==> config.mk <==
export PLATFORM = sky130hd
export DESIGN_NAME = countdown_scheduler
export DESIGN_NICKNAME = d
export VERILOG_FILES = /design/src/rtl/countdown_scheduler.sv
export SDC_FILE = /design/constraint.sdc
export NUM_CORES = 1
export LEC_CHECK = 0
export CELL_PAD_IN_SITES_DETAIL_PLACEMENT = 1
export CELL_PAD_IN_SITES_GLOBAL_PLACEMENT = 2
export CORE_ASPECT_RATIO = 1.5
export CORE_MARGIN = 2
export CORE_UTILIZATION = 22
export CTS_CLUSTER_DIAMETER = 120
export DETAILED_ROUTE_END_ITERATION = 10
export PLACE_DENSITY = 0.86
export SYNTH_ARGS = -nofsm -noshare
export SYNTH_HDL_FRONTEND = slang
export SYNTH_SLANG_ARGS = --single-unit
==> constraint.sdc <==
create_clock -name clk -period 2.1 [get_ports clk]
set_input_delay 0.21 -clock clk [delete_from_list [all_inputs] [get_ports clk]]
set_output_delay 0.21 -clock clk [all_outputs]
set_load 0.01 [all_outputs]
==> src/rtl/countdown_scheduler.sv <==
// Round-robin scheduler that lends a single down-counter to one requester at a time
// and pulses that requester's done bit when its countdown reaches zero.
module countdown_scheduler #(
    parameter int  NUM_REQ = 4,
    parameter int  CNT_W   = 4,
    localparam int IDX_W   = $clog2(NUM_REQ)
) (
    input  logic                     clk,
    input  logic                     rst,
    input  logic [NUM_REQ-1:0]       req_valid,
    input  logic [NUM_REQ*CNT_W-1:0] req_cnt,
    output logic [NUM_REQ-1:0]       req_ready,
    input  logic                     tick,
    input  logic                     abort,
    output logic [NUM_REQ-1:0]       done,
    output logic                     busy,
    output logic [IDX_W-1:0]         owner,
    output logic [CNT_W-1:0]         cnt
);

    typedef enum logic [1:0] {
        S_IDLE  = 2'd0,
        S_COUNT = 2'd1,
        S_DONE  = 2'd2
    } state_t;

    localparam logic [IDX_W:0] NUM_REQ_X = (IDX_W+1)'(NUM_REQ);

    state_t           state;
    state_t           state_next;
    logic [IDX_W-1:0] rr_ptr;
    logic [IDX_W-1:0] grant_idx;
    logic             grant_any;
    logic             handshake;
    logic [IDX_W:0]   probe;
    logic [IDX_W:0]   owner_inc;
    logic [IDX_W-1:0] next_ptr;

    // Search from rr_ptr upward, wrapping at NUM_REQ, for the first valid requester.
    always_comb begin
        grant_any = 1'b0;
        grant_idx = '0;
        probe     = '0;
        for (int off = 0; off < NUM_REQ; off++) begin
            probe = {1'b0, rr_ptr} + (IDX_W+1)'(off);
            if (probe >= NUM_REQ_X) begin
                probe = probe - NUM_REQ_X;
            end
            if (!grant_any && req_valid[probe[IDX_W-1:0]]) begin
                grant_any = 1'b1;
                grant_idx = probe[IDX_W-1:0];
            end
        end
    end

    assign handshake = (state == S_IDLE) && !rst && grant_any;

    always_comb begin
        req_ready = '0;
        if (handshake) begin
            req_ready[grant_idx] = 1'b1;
        end
    end

    always_comb begin
        owner_inc = {1'b0, owner} + 1'b1;
        if (owner_inc == NUM_REQ_X) begin
            owner_inc = '0;
        end
        next_ptr = owner_inc[IDX_W-1:0];
    end

    always_ff @(posedge clk) begin
        if (rst) begin
            state <= S_IDLE;
        end else begin
            state <= state_next;
        end
    end

    // Abort outranks zero-detect so a cancelled countdown never reaches DONE.
    always_comb begin
        state_next = state;
        case (state)
            S_IDLE: begin
                if (grant_any) begin
                    state_next = S_COUNT;
                end
            end
            S_COUNT: begin
                if (abort) begin
                    state_next = S_IDLE;
                end else if (cnt == '0) begin
                    state_next = S_DONE;
                end
            end
            S_DONE: begin
                state_next = S_IDLE;
            end
            default: begin
                state_next = S_IDLE;
            end
        endcase
    end

    always_ff @(posedge clk) begin
        if (rst) begin
            cnt    <= '1;
            owner  <= '0;
            rr_ptr <= '0;
        end else begin
            case (state)
                S_IDLE: begin
                    if (grant_any) begin
                        cnt   <= req_cnt[int'(grant_idx)*CNT_W +: CNT_W];
                        owner <= grant_idx;
                    end
                end
                S_COUNT: begin
                    if (abort) begin
                        rr_ptr <= next_ptr;
                    end else if ((cnt != '0) && tick) begin
                        cnt <= cnt - 1'b1;
                    end
                end
                S_DONE: begin
                    rr_ptr <= next_ptr;
                end
                default: begin
                    rr_ptr <= rr_ptr;
                end
            endcase
        end
    end

    always_comb begin
        done = '0;
        if (state == S_DONE) begin
            done[owner] = 1'b1;
        end
    end

    assign busy = (state != S_IDLE);

endmodule

==> results.cfg <==
[route]
wl_per_cell_um = 13.8
route.vias.total = 1127
finalWirelength_mm = 3.16
dr.first_iter.drc_count = 3
via_per_inst = 4.92
detail_route.first_pass.iterations = 3
number_of_drc_violations_after_detailed_routing = 0
detail-route-antenna-nets = 0

[critical_path]
crit_required_ps = 1890
crit_fanout = 3
end_kind = output port
cp_slowest_stage_delay_ps = 510
critPathArrivalTime_ps = 1810
worstPathCellList = clkdlybuf4s50_1 -> or4_4 -> nand2_1 -> nor2_1 -> and3_1 -> dlygate4sd2_1
crit_type = input pin to output port
critical_path.startpoint_type = input pin
critical_path.slowest_cell = sky130_fd_sc_hd__or4_4

[sta]
hold_slack_ps = 557
worst_slew_pin_slew_ps = 351
hold_viol_final = 0
fmaxAchievable_mhz = 494
number_of_setup_violations_in_the_final_report = 0
period_needed_ps = 2020
timing.final.max_slew_violations = 0
finalClockSkew_ps = 4.45
timing.final.crit_share_pct = 96.3
max-slew-margin-rel_pct = 76.5
grt_setup_unrepaired = false

[synthesis]
async_reset_ff_share_pct = 0
ys_types = 37
syn_area_um2 = 907
synth-seq-cells = 10
most_common_cell_in_the_synthesized_netlist = sky130_fd_sc_hd__inv_1
post_synth_main_area_contributors = sky130_fd_sc_hd__dfxtp_1, sky130_fd_sc_hd__ha_1, sky130_fd_sc_hd__a21oi_1, sky130_fd_sc_hd__mux2i_1, sky130_fd_sc_hd__inv_1
ys.flop_type = sky130_fd_sc_hd__dfxtp_1
synth_seq_area_share_pct = 22.1
synth_adder_area_share_pct = 6.90
post_synth.cell_area_avg_um2 = 7.62
synth.cells.most_frequent = sky130_fd_sc_hd__inv_1, sky130_fd_sc_hd__a21oi_1, sky130_fd_sc_hd__dfxtp_1, sky130_fd_sc_hd__nor2_1, sky130_fd_sc_hd__nand2_1
synthesis.nets = 148
synth_edf_count = 0
ys_warn_count = 0
post_synth_xor_area_fraction_pct = 1.93
proportion_of_synthesized_area_in_mux_cells_pct = 6.62
synthSimpleGateAreaFrac_pct = 28.0
synth_largest_area_cell = sky130_fd_sc_hd__dfxtp_1
synth-compound-area-share_pct = 26.5
synth_top_family_by_area = simple AND/OR/NAND/NOR gates
syn_inst = 119
netlist.area_leader.share_pct = 22.1

[cts]
clock_insertion_delay_at_the_later_pin_of_the_skew_report_ps = 240
clock_sink_total = 10
cts.path.max_buffers = 2
ctsHoldBuffers = 0
cts_tree = done
cts.htree.levels = 1
worst_setup_hold_path_clk_slew_ps = 50
cts_inserted_buffers = 3
clockRootBuffer = sky130_fd_sc_hd__clkbuf_8

[floorplanning]
num_rows = 28
dieWidth_um = 56.4
floorplan.core_area_mm2 = 0.00396
floorplan.initialDensity_pct = 22.9
die_h_um = 82.6
top_level_ports = 39
die-area_mm2 = 0.00466

[pwr]
ir_drop_mv = 0.222
pwr-share-clk_pct = 27.5
p_int_w = 0.000504
powerDensity_mw_per_mm2 = 462
p_total_w = 0.000729
power_leakage_nw = 0.710
comb_power_share_pct = 40.7
switching_share_pct = 30.9
switching_power_w = 0.000225
pwr-share-seq_pct = 31.7

[layout]
flow.area_growth_from_synthesis_pct = 73.9
finish.net_count = 215
antenna_cells = 0
drive_above_1_share_pct = 23.4
layout.core_utilization_pct = 39.9
count_of_filler_cells_inserted_in_the_layout = 497

[global_route]
grt_max_degree = 9
grt_overflow_total = 0
grtUsageTotal_pct = 13.9
grt_antenna_before_repair = 0
global_route_wire_length_before_repair_mm = 5.02
vias_in_the_first_global_route = 1179

[run]
max_cap_violations = 0

[placed_design]
io_buffer_count = 38
detailed_place_hpwl_mm = 2.69
gp_routability_congestion = 0.816

[run_status]
status = completed

[worst_hold_path]
timing.hold.worst.class = flop to flop
## through the flow
step	cells	TNS, ps	setup WS [ps]	instance area, um^2
after floorplan	119	0	329	907
after global placement	222	-765	-318	1500
final	229	0	77.4	1580
after detailed placement	222	-967	-361	1500
after global routing	229	0	30.3	1580
after CTS	229	0	71.6	1580
## final timing paths
path,slack [ps],startpoint,end,cells after the start
max,80,req_valid[3],req_ready[3],6
min,560,cnt[1]$_SDFFE_PP1P_,cnt[1]$_SDFFE_PP1P_,2
max reg2reg,170,cnt[0]$_SDFFE_PP1P_,cnt[0]$_SDFFE_PP1P_,7
min reg2reg,560,cnt[1]$_SDFFE_PP1P_,cnt[1]$_SDFFE_PP1P_,2
## cells by family (layout without fill, tap and decap cells)
family | Yosys count | in the layout
buffers and inverters | 17 | 82
adder cells (fa/ha/maj) | 5 | 5
AND/OR/NAND/NOR | 44 | 44
AO/OA/AOI/OAI | 35 | 35
XOR/XNOR | 2 | 2
multiplexers | 6 | 6
flip-flops | 10 | 10
## state kept, by name (all words and copies together) (netlist names)
name	cells
cnt	4
owner	2
state	2
rr_ptr	2
## power groups by stage
| stage | registers (W) | logic [W] | clock network (W) |
|---|---|---|---|
| after floorplan | 0.000233 | 0.000125 | 0 |
| after global placement | 0.000233 | 0.000280 | 0 |
| after detailed placement | 0.000235 | 0.000290 | 0 |
| after CTS | 0.000232 | 0.000301 | 0.000205 |
| after global routing | 0.000235 | 0.000327 | 0.000212 |
| final | 0.000231 | 0.000297 | 0.000201 |
## placed cells by master (no fill, tap or decap), types with 2 or more instances in the layout
master,count
sky130_fd_sc_hd__a21o_2,2
sky130_fd_sc_hd__xnor2_1,2
sky130_fd_sc_hd__ha_1,5
sky130_fd_sc_hd__o211ai_1,4
sky130_fd_sc_hd__o31a_1,2
sky130_fd_sc_hd__o22a_1,2
sky130_fd_sc_hd__inv_1,13
sky130_fd_sc_hd__or2_2,2
sky130_fd_sc_hd__and4_1,2
sky130_fd_sc_hd__dlygate4sd2_1,7
sky130_fd_sc_hd__o22ai_1,3
sky130_fd_sc_hd__clkbuf_8,3
sky130_fd_sc_hd__mux2i_1,6
sky130_fd_sc_hd__and2_1,4
sky130_fd_sc_hd__nor2b_1,2
sky130_fd_sc_hd__buf_4,28
sky130_fd_sc_hd__o21ai_0,6
sky130_fd_sc_hd__nor3_1,5
sky130_fd_sc_hd__a21oi_1,11
sky130_fd_sc_hd__dfxtp_1,10
sky130_fd_sc_hd__nor2_1,9
sky130_fd_sc_hd__clkdlybuf4s50_1,31
sky130_fd_sc_hd__nand2_1,7
## worst max-delay path: cells and delay by family
family | cells | cell delay (ps)
and+or+nand+nor | 4 | 860
buffers and inverters | 2 | 730
## cell type report
class                           count  area, um^2  share of cell area [%]
Tap cell                           45        56.3                    3.57
Multi-Input combinational cell     92         649                    41.2
Inverter                           13        48.8                    3.09
Sequential cell                    10         200                    12.7
Timing Repair Buffer               66         582                    36.9
Clock buffer                        3        41.3                    2.62
## timing repair
item / CTS / global route
setup buffers: 4 / 0
setup endpoints to repair: 4 / 0
gates resized for setup: 11 / 0
## routing by layer
layer,global-route usage [%],share of wire (%)
met1,13.2,37
met2,28.7,57
met3,1.25,2.8
met4,7.14,2.3
met5,0,0
(Power assumes the default switching activity.)
